**config.mk**
```make
export PLATFORM = sky130hd
export DESIGN_NAME = mod_step_counter
export DESIGN_NICKNAME = d
export VERILOG_FILES = /design/src/rtl/counter_pkg.sv /design/src/rtl/counter_prescaler.sv /design/src/rtl/mod_step_counter.sv
export SDC_FILE = /design/constraint.sdc
export NUM_CORES = 1
export LEC_CHECK = 0
export ABC_AREA = 1
export ABC_CLOCK_PERIOD_IN_PS = 5100
export BUFFER_PORTS_ARGS = -buffer_cell sky130_fd_sc_hd__buf_2
export CORE_UTILIZATION = 35
export DETAILED_ROUTE_END_ITERATION = 10
export SKIP_CTS_REPAIR_TIMING = 1
export SKIP_LAST_GASP = 1
export SYNTH_ARGS = -nofsm -noshare
export SYNTH_HDL_FRONTEND = slang
export SYNTH_SLANG_ARGS = --single-unit
```
**constraint.sdc**
```tcl
create_clock -name clk -period 5.1 [get_ports clk]
set_input_delay 0 -clock clk [delete_from_list [all_inputs] [get_ports clk]]
set_output_delay 0 -clock clk [all_outputs]
set_load 0.02 [all_outputs]
```
**src/rtl/counter_pkg.sv**
```systemverilog
// counter_pkg: shared types and the limit arithmetic used by the step counters.
package counter_pkg;

    localparam int CNT_MAX_W = 32;

    typedef enum logic {DIR_DOWN = 1'b0, DIR_UP = 1'b1} count_dir_e;
    typedef enum logic {OVF_WRAP = 1'b0, OVF_SAT = 1'b1} ovf_mode_e;

    typedef struct packed {
        logic [CNT_MAX_W-1:0] count;
        logic                 wrap;
        logic                 sat;
    } limit_res_t;

    // Next count for one tick of size step inside 0..mod_val, with wrap/sat flags.
    function automatic limit_res_t limit_calc(
        input logic [CNT_MAX_W-1:0] count,
        input logic [CNT_MAX_W-1:0] step,
        input logic [CNT_MAX_W-1:0] mod_val,
        input count_dir_e           dir,
        input ovf_mode_e            mode
    );
        logic [CNT_MAX_W:0] sum;
        logic [CNT_MAX_W:0] span;
        limit_res_t         r;
        sum  = {1'b0, count} + {1'b0, step};
        span = {1'b0, mod_val} + (CNT_MAX_W+1)'(1);
        r    = '0;
        if (dir == DIR_UP) begin
            if (sum <= {1'b0, mod_val}) begin
                r.count = CNT_MAX_W'(sum);
            end else if (mode == OVF_WRAP) begin
                r.count = CNT_MAX_W'(sum - span);
                r.wrap  = 1'b1;
            end else begin
                r.count = mod_val;
                r.sat   = 1'b1;
            end
        end else begin
            if (step <= count) begin
                r.count = count - step;
            end else if (mode == OVF_WRAP) begin
                r.count = CNT_MAX_W'({1'b0, count} + span - {1'b0, step});
                r.wrap  = 1'b1;
            end else begin
                r.count = '0;
                r.sat   = 1'b1;
            end
        end
        return r;
    endfunction

endpackage

```
**src/rtl/counter_prescaler.sv**
```systemverilog
// counter_prescaler: emits a tick every prescale+1 enabled cycles; frozen while enable is low.
module counter_prescaler #(
    parameter int PRESCALE_W = 4
) (
    input  logic                  clk,
    input  logic                  rst,
    input  logic                  restart,
    input  logic                  enable,
    input  logic [PRESCALE_W-1:0] prescale,
    output logic                  tick
);

    logic [PRESCALE_W-1:0] cnt_q, cnt_d;

    // >= rather than == so a prescale lowered below the running phase still ticks promptly.
    assign tick = enable && !restart && (cnt_q >= prescale);

    // Phase advance: restart wins, idle cycles freeze, a tick returns to zero.
    always_comb cnt_d = restart ? '0 : !enable ? cnt_q : tick ? '0 : cnt_q + 1'b1;

    // Phase register.
    always_ff @(posedge clk or posedge rst)
        if (rst) cnt_q <= '0;
        else     cnt_q <= cnt_d;

endmodule

```
**src/rtl/mod_step_counter.sv**
```systemverilog
// mod_step_counter: up/down modulo counter with programmable step, load/clear and wrap/saturate.
// Optional prescaler enabled by defining MOD_STEP_COUNTER_PRESCALE_EN.
module mod_step_counter
    import counter_pkg::*;
#(
    parameter int               WIDTH      = 8,
    parameter logic [WIDTH-1:0] MOD_VAL    = '1,
    parameter int               STEP_W     = 4,
    parameter int               PRESCALE_W = 4
) (
    input  logic                  clk,
    input  logic                  rst,
    input  logic                  clr,
    input  logic                  load,
    input  logic [WIDTH-1:0]      load_val,
    input  logic                  enable,
    input  logic                  dir,
    input  logic [STEP_W-1:0]     step,
    input  logic                  sat_mode,
    input  logic [PRESCALE_W-1:0] prescale,
    output logic [WIDTH-1:0]      count,
    output logic                  wrap,
    output logic                  sat
);

    logic [WIDTH-1:0]     count_q, count_d;
    logic                 wrap_q, wrap_d;
    logic                 sat_q, sat_d;
    logic                 tick;
    limit_res_t           lim;
    logic [CNT_MAX_W-1:0] lim_unused;

`ifdef MOD_STEP_COUNTER_PRESCALE_EN
    counter_prescaler #(.PRESCALE_W(PRESCALE_W)) u_prescaler (
        .clk      (clk),
        .rst      (rst),
        .restart  (clr | load),
        .enable   (enable),
        .prescale (prescale),
        .tick     (tick)
    );
`else
    logic [PRESCALE_W-1:0] prescale_unused;
    assign prescale_unused = prescale;
    assign tick            = enable;
`endif

    assign lim = limit_calc(CNT_MAX_W'(count_q), CNT_MAX_W'(step), CNT_MAX_W'(MOD_VAL),
                            count_dir_e'(dir), ovf_mode_e'(sat_mode));
    assign lim_unused = lim.count;

    // Next state: clear beats load beats tick; flags only ever reflect the current update.
    always_comb begin
        count_d = count_q;
        wrap_d  = 1'b0;
        sat_d   = 1'b0;
        if (clr) begin
            count_d = '0;
        end else if (load) begin
            count_d = (load_val > MOD_VAL) ? MOD_VAL : load_val;
        end else if (tick) begin
            count_d = lim.count[WIDTH-1:0];
            wrap_d  = lim.wrap;
            sat_d   = lim.sat;
        end
    end

    // Output registers.
    always_ff @(posedge clk or posedge rst)
        if (rst) begin
            count_q <= '0;
            wrap_q  <= 1'b0;
            sat_q   <= 1'b0;
        end else begin
            count_q <= count_d;
            wrap_q  <= wrap_d;
            sat_q   <= sat_d;
        end

    assign count = count_q;
    assign wrap  = wrap_q;
    assign sat   = sat_q;

endmodule

```
* Yosys cells after proc, flatten, opt, wreduce, memory -nomap -nowiden *
Cells that the tools add are included.

storage, ports and cells
  flip-flop bits (word level) = 10
  input port bits = 23
  output and inout bits = 10
  logic and storage cells = 31

cells by class
  add/sub/neg operators = 5
  magnitude comparators = 3
  multiplexer cells = 19
  reductions and logical operators = 1

operators by type and width
  kind                   number
  $mux W8                8
  $sub A8 B4 Y8          2
  $mux W10               1
  $add A8 B4 Y9          1
  $le A9 B8 Y1 const B   1
  $add A8 B1 Y8 const B  1
  $gt A8 B8 Y1 const B   1
  $le A4 B8 Y1           1
  $mux W1                8
  $sub A8 B1 Y8 const B  1
  $mux W2                2
  $reduce_bool A3 Y1     1

* Depth between registers and ports, before layout *
Gate-level depths: netlist (run 1).

  word-level depth = 8
  gate-level depth with buffers = 17
  gate-level depth less buffers = 17

* Worst setup path before layout (run 1) *
Ideal clock, no wire load.

  kind = register to register
  start point = register count_q[0] (netlist: count[0])
  end point = register count_q[0] (netlist: count[0])
  setup time = 118 ps
  arrival = 1855 ps
  required time = 4982 ps
  slack = 3127 ps
  stages on the path, launching flop included = 15
  buffers on the path = 0
  clock period less this slack = 1973 ps
  cell sequence = dfrtp_1 > inv_1 > ha_1 > inv_1 > fa_1 > nand2_1 > nand2_1 > nand2_1 > inv_1 > nor2_2 > nand4_2 > nand2_1 > nand3_1 > nand2_1 > o21ai_2

between the ends
  cells in the longest elaborated chain, start to end = 8
  elaborated cells on any way between the ends = 15
  classes of those cells = add/sub: 5; order compare: 2; mux: 8

ends and longest elaborated chain
  item                                            RTL line                              source
  from (decl)                                     mod_step_counter.sv:26                logic [WIDTH-1:0] count_q, count_d;
  from (signal assigned)                          mod_step_counter.sv:75                count_q <= count_d;
  $add A8 B1 Y8 or $add A8 B4 Y9 (tied branches)  counter_pkg.sv:43, counter_pkg.sv:26
  $sub A8 B4 Y8 or $sub A8 B1 Y8 (tied branches)  counter_pkg.sv:43, counter_pkg.sv:33
  $mux W8, on equally long branches               counter_pkg.sv:42, counter_pkg.sv:32
  $mux W8, on equally long branches               counter_pkg.sv:40, counter_pkg.sv:30
  $mux W10 (*)                                    counter_pkg.sv:29                     if (dir == DIR_UP) begin
  $mux W8 (*)                                     mod_step_counter.sv:61                end else if (tick) begin
  $mux W8 (*)                                     mod_step_counter.sv:59                end else if (load) begin
  $mux W8 (*)                                     mod_step_counter.sv:57                if (clr) begin

Mark *: on every way between the ends. The rest lies on a longest branch, timed or not. The select of a mux whose other input is x is not followed.
A chain may end at the register's enable or synchronous reset.

* Worst setup path in the final report (run 1) *
  start point = register count_q[0] (netlist: count[0])
  end point = register count_q[5] (netlist: count[5])

Same word-level chain as after synthesis.

==> impl_metrics.env, run 1 <==
export IMPL_crit_required_ns=5.27
export IMPL_root_buffer="clkbuf_4"
export IMPL_clockBufferDepth=2
export IMPL_rrSetupSlack_ns=3.03
export IMPL_io_buffers=28
export IMPL_numCtsBuffers=3
export IMPL_hold_slack_ns=-0.0165
export IMPL_netlist_instances=205
export IMPL_crit_path_start_kind="flip-flop"
export IMPL_cp_end_kind="flip-flop"
export IMPL_drive_above_1_share_pct=21.8
export IMPL_dpl_cell_area_mm2=0.00143
export IMPL_relSlewSlack_pct=69.5
export IMPL_hold_viol=1
export IMPL_dp_hpwl_um=2410
export IMPL_postLayoutCellArea_mm2=0.00147
export IMPL_htree_levels=1
export IMPL_first_global_vias=1126
export IMPL_io_pins=33
export IMPL_crit_arrival_ns=2.24
export IMPL_ant_nets=0
export IMPL_cts_tree="yes"
export IMPL_syn_to_final_growth_pct=16.3
export IMPL_grtUsageTotal_pct=16.4
export IMPL_dieArea_mm2=0.00386
export IMPL_slowest_delay_ns=0.39
export IMPL_max_freq_mhz=483
export IMPL_dieWidth_um=62.1
export IMPL_coreArea_mm2=0.00339
export IMPL_grt_ovfl_total=0
export IMPL_fin_setup_tns_ns=0
export IMPL_grt_start_max_net_pins=11
export IMPL_crit_chain="inv_1, ha_1, inv_1, fa_1, inv_1, nor2_1, nor2_1, nand4_1, nand3_1, nand2_1, nand2_1, nand2_1, nand2_1, nand2_1"
export IMPL_dp_slack_ns=3.02
export IMPL_fin_ws_ns=3.03
export IMPL_clk_pin_slew_ns=0.08
export IMPL_violations="hold timing"
export IMPL_timing_worst_setup_path_type="reg -> reg"
export IMPL_via_count=1290
export IMPL_drcViolationCount=0
export IMPL_std_cell_rows=21
export IMPL_crit_top_cell="nand2_1"
export IMPL_yosysWarningCount=0
export IMPL_synthDistinctLibCells=29
export IMPL_leakagePower_nw=0.920
export IMPL_antenna_found_initial=0
export IMPL_grt_pass1_wl_um=5060
export IMPL_synth_seq_cells=10
export IMPL_hold_path_class="in -> reg"
export IMPL_wl_per_cell_um=10.6
export IMPL_syn_avg_cell_area_um2=6.17
export IMPL_clkLatencyLatePin_ns=0.27
export IMPL_yosysSeqAreaShare_pct=19.8
export IMPL_final_nets=268
export IMPL_crit_path_max_fanout=4
export IMPL_dr_pass1_iters=4
export IMPL_mostFrequentLayoutCells="nand2_1, inv_1, buf_2"
export IMPL_netlist_area_mm2=0.00126
export IMPL_maxCapViolations=0
export IMPL_cpMaxStageDelayCell="dfrtp_1"
export IMPL_outcome="complete, but fails checks"
export IMPL_synth_nets=238
export IMPL_layout_commonest_cell="nand2_1"
export IMPL_fin_worst_skew_ns=0.00948
export IMPL_place_gp_congestion=0.787
export IMPL_drtIter0Drc=37
export IMPL_diodes=0
export IMPL_rsz0062_at_grt="false"
export IMPL_fin_crit_ns=2.07
export IMPL_vdd_ir_drop_worst_v=0.0000931
export IMPL_viasPerCell=4.61
export IMPL_finalCritPeriodShare_pct=40.6
export IMPL_finalSetupViolCount=0
export IMPL_stdcell_count=280
export IMPL_initial_core_util_pct=37.3
export IMPL_cts_sinks=10
export IMPL_dp_cells=275
export IMPL_maxSlewViolCount=0
export IMPL_finalWirelength_um=2960
export IMPL_die_height_um=62.1
export IMPL_tightest_slew_ns=0.458
export IMPL_power_density_mw_per_mm2=216
==> sequential cells by signal (all words and copies together) (netlist names) <==
| signal | count |
|---|---|
| count | 8 |
| wrap | 1 |
| sat | 1 |
==> power breakdown <==
| group | switching (mW) | total (mW) | leakage [nW] | internal, mW |
|---|---|---|---|---|
| logic | 0.0925 | 0.147 | 0.765 | 0.0548 |
| registers | 0.0118 | 0.0971 | 0.133 | 0.0853 |
| clock network | 0.0299 | 0.0733 | 0.0210 | 0.0434 |
==> worst max-delay path: cells and delay by family (launching register included) <==
family        cells  cell delay [ns]
simple gates      9             0.80
fa+ha+maj         2             0.54
flops             1             0.39
buf+inv           3             0.25
==> final cells by class <==
type | instances | area (um^2)
inverter | 37 | 141
clock buffer | 4 | 36.3
sequential | 10 | 250
tap | 46 | 57.6
timing repair buffer | 29 | 150
fill | 390 | 1920
multi-input combinational | 154 | 836
==> through the flow <==
stage	util (%)	total power, mW
after floorplan	-	0.212
after global placement	42.0	0.246
after detailed placement	42.0	0.244
after CTS	43.1	0.318
after global routing	43.4	0.344
final	43.4	0.318
==> final timing paths <==
kind                       startpoint  endpoint  cells past startpoint
hold / removal                    dir      wrap                      2
hold reg to reg              count[2]  count[2]                      2
setup reg to reg             count[0]  count[5]                     14
min in group asynchronous         rst  count[5]                      3
max in group asynchronous         rst  count[1]                      3
setup / recovery             count[0]  count[5]                     14
==> synth_stat cells, drive strengths merged <==
cell	number	area, um^2
dfrtp	10	250
o21ai	12	67.6
inv	36	138
clkbuf	1	3.75
nor3	3	20.0
a21oi	5	40.0
xor2	3	26.3
fa	2	40.0
or2	1	6.26
ha	8	100
clkinv	1	3.75
nand2	86	340
nand4	3	25.0
nor2	9	52.6
nand3	21	110
buf	3	33.8
o211ai	1	7.51
==> logic make-up (layout without fill, tap and decap cells) <==
group | count (synthesis) | count (layout) | share of synthesized area [%]
buffers and inverters | 41 | 70 | 14.1
DFF | 10 | 10 | 19.8
AOI/OAI and AO/OA | 18 | 18 | 9.10
adders and majority gates | 10 | 10 | 11.1
and+or+nand+nor | 123 | 123 | 43.8
xor gates and xnor gates | 3 | 3 | 2.08
==> metal layers <==
metal / GRT usage (%) / wire [um] / up-vias / share of wire, %
li1: - / - / 695 / -
met1: 23.1 / 1480 / 552 / 50
met2: 25.3 / 1310 / 41 / 44
met3: 2.21 / 146 / 2 / 4.9
met4: 6.10 / 23 / 0 / 0.78
met5: 0 / 0 / - / 0
Note: power is estimated with default switching activity, not from simulation.
==> run 2, diff against run 1 <==
--- a/config.mk
+++ b/config.mk
@@ -5,8 +5,8 @@
 export SDC_FILE = /design/constraint.sdc
 export NUM_CORES = 1
 export LEC_CHECK = 0
-export ABC_AREA = 1
-export ABC_CLOCK_PERIOD_IN_PS = 5100
+export ABC_AREA = 0
+export ABC_CLOCK_PERIOD_IN_PS = 1800
 export BUFFER_PORTS_ARGS = -buffer_cell sky130_fd_sc_hd__buf_2
 export CORE_UTILIZATION = 35
 export DETAILED_ROUTE_END_ITERATION = 10
==> constraint.sdc (replaced) <==
create_clock -name clk -period 1.8 [get_ports clk]
set_input_delay 0 -clock clk [delete_from_list [all_inputs] [get_ports clk]]
set_output_delay 0 -clock clk [all_outputs]
set_load 0.02 [all_outputs]
==> run 2 against run 1 <==
Fmax decreased by 2.4%; critical path type unchanged; cell area increased by 24%; wire length increased by 37%; combinational power increased to 3.9 times the previous value; sequential power increased to 2.7 times the previous value; via count increased by 7.4%; the flow finishes with violations (hold timing, setup timing); clock-buffer cell count unchanged; worst setup slack got worse by 3.4 ns; critical path depth decreased by 5; clock power increased to 2.6 times the previous value; final cell count decreased by 12%; global-route usage increased by 7.1 points.
==> impl_metrics.env, run 2 <==
export IMPL_outcome="complete, but fails checks"
export IMPL_violations="hold timing, setup timing"
export IMPL_cts_tree="yes"
export IMPL_numCtsBuffers=3
export IMPL_rsz0062_at_grt="true"
export IMPL_maxSlewViolCount=0
export IMPL_crit_path_start_kind="flip-flop"
export IMPL_fin_crit_ns=2.12
export IMPL_clk_pin_slew_ns=0.09
export IMPL_crit_required_ns=1.99
export IMPL_grt_start_max_net_pins=18
export IMPL_yosys_cell_count_top_type="inv_1"
export IMPL_synth_top_area_share_pct=20.2
export IMPL_vdd_ir_drop_worst_v=0.000344
export IMPL_dr_pass1_iters=4
export IMPL_postLayoutCellArea_mm2=0.00182
export IMPL_ant_nets=0
export IMPL_dp_hpwl_um=3100
export IMPL_viasPerCell=5.61
export IMPL_cp_end_kind="flip-flop"
export IMPL_drive_above_1_share_pct=54.2
export IMPL_fin_ws_ns=-0.322
export IMPL_drtIter0Drc=80
export IMPL_layout_commonest_cell="buf_4"
export IMPL_largest_register_ffs=8
export IMPL_dieArea_mm2=0.00378
export IMPL_synth_common_cells="inv_1, a21oi_1, dfrtp_1, nor2_1, ha_1"
export IMPL_clockBufferDepth=2
export IMPL_fin_total_pwr_mw=1.02
export IMPL_cts_sinks=10
export IMPL_tightest_slew_ns=0.451
export IMPL_yosysSeqAreaShare_pct=20.2
export IMPL_rrSetupSlack_ns=-0.32
export IMPL_wl_per_cell_um=16.4
export IMPL_drcViolationCount=0
export IMPL_maxCapViolations=0
export IMPL_std_cell_rows=21
export IMPL_grt_pass1_wl_um=6290
export IMPL_hold_path_class="in -> reg"
export IMPL_fin_setup_tns_ns=-2.42
export IMPL_diodes=0
export IMPL_clkLatencyLatePin_ns=0.29
export IMPL_io_pins=33
export IMPL_ys_flop_type="dfrtp_1"
export IMPL_grtUsageTotal_pct=23.5
export IMPL_dp_cells=237
export IMPL_netlist_top_cells_area="dfrtp_1, ha_1, a21oi_1"
export IMPL_synth_top_area_cell="dfrtp_1"
export IMPL_initial_core_util_pct=36.8
export IMPL_dieWidth_um=61.5
export IMPL_finalSetupViolCount=10
export IMPL_crit_path_max_fanout=4
export IMPL_coreArea_mm2=0.00336
export IMPL_finalCritPeriodShare_pct=118
export IMPL_max_freq_mhz=471
export IMPL_netlist_area_mm2=0.00124
export IMPL_yosysWarningCount=0
export IMPL_final_nets=235
export IMPL_die_height_um=61.5
export IMPL_dp_slack_ns=-0.342
export IMPL_hold_viol=1
export IMPL_syn_to_final_growth_pct=46.8
export IMPL_via_count=1385
export IMPL_synth_edf_count=0
export IMPL_htree_levels=1
export IMPL_root_buffer="clkbuf_4"
export IMPL_leakagePower_nw=0.854
export IMPL_utilization_pct=54.1
export IMPL_timing_worst_setup_path_type="reg -> reg"
export IMPL_async_flop_share_pct=100
export IMPL_dpl_cell_area_mm2=0.00164
export IMPL_power_density_mw_per_mm2=561
export IMPL_synthDistinctLibCells=57
export IMPL_grt_ovfl_total=0
export IMPL_fin_worst_skew_ns=0.0158
export IMPL_hold_slack_ns=-0.0213
export IMPL_first_global_vias=1307
export IMPL_io_buffers=28
export IMPL_syn_avg_cell_area_um2=8.66
export IMPL_relSlewSlack_pct=69.9
export IMPL_finalWirelength_um=4060
export IMPL_crit_arrival_ns=2.31
export IMPL_synth_seq_cells=10
export IMPL_stdcell_count=247
export IMPL_antenna_found_initial=0
export IMPL_mostFrequentLayoutCells="buf_4, buf_2, inv_1"
export IMPL_place_gp_congestion=0.903
export IMPL_netlist_instances=143
export IMPL_synth_nets=176
-- run 2: cell count changes after synthesis, moves of 3 or more --
cell,before,now
buf_6,3,0
o22ai_1,0,3
inv_2,4,1
nand2_1,81,5
nand2_2,4,0
a211oi_1,0,4
o21ai_0,10,5
o2111ai_1,0,4
nand3_1,20,3
a21oi_1,3,12
clkbuf_8,0,4
inv_1,31,16
a21o_1,0,3
-- run 2: final cells by class --
cell class | instances | area, um^2
Fill cell | 338 | 1550
Inverter | 17 | 63.8
Tap cell | 46 | 57.6
Multi-Input combinational cell | 106 | 1000
Sequential cell | 10 | 254
Timing Repair Buffer | 64 | 415
Clock buffer | 4 | 26.3
-- run 2: worst paths after layout --
check                            startpoint        to  depth (start not counted)
worst max register to register     count[0]  count[4]                          9
worst min-delay path            load_val[4]  count[4]                          3
max in group asynchronous               rst  count[2]                          3
min in group asynchronous               rst       sat                          3
worst min register to register     count[2]  count[2]                          3
worst max-delay path               count[0]  count[4]                          9
-- run 2: cells by family (layout without fill, tap and decap cells) --
group	Yosys count	count (layout)	share of synthesized area (%)
muxes	2	2	1.72
buffers and inverters	27	85	15.2
and+or+nand+nor	38	38	18.2
DFF	10	10	20.2
adders and majority gates	10	10	11.3
AOI/OAI and AO/OA	53	53	31.3
xor gates and xnor gates	3	3	2.12
-- run 2: power breakdown --
group / internal [mW] / leakage [nW] / switching (mW) / total (mW)
Sequential: 0.241 / 0.128 / 0.0172 / 0.258
Clock: 0.0863 / 0.0150 / 0.100 / 0.187
Combinational: 0.280 / 0.710 / 0.296 / 0.575
-- run 2: critical path: stages (launching register included) --
cell       delay [ns]
dfrtp_2          0.45
inv_2            0.09
ha_4             0.13
inv_2            0.03
fa_2             0.35
a21o_4           0.25
a211oi_2         0.21
or3_1            0.13
o2111ai_1        0.11
a221oi_2         0.25
-- run 2: per-layer routing --
layer | share of wire [%] | track usage [%] | vias up
li1 | - | - | 653
met1 | 44 | 32.5 | 682
met2 | 50 | 37.9 | 43
met3 | 4.7 | 1.47 | 7
met4 | 2.0 | 9.52 | 0
met5 | 0 | 0 | -
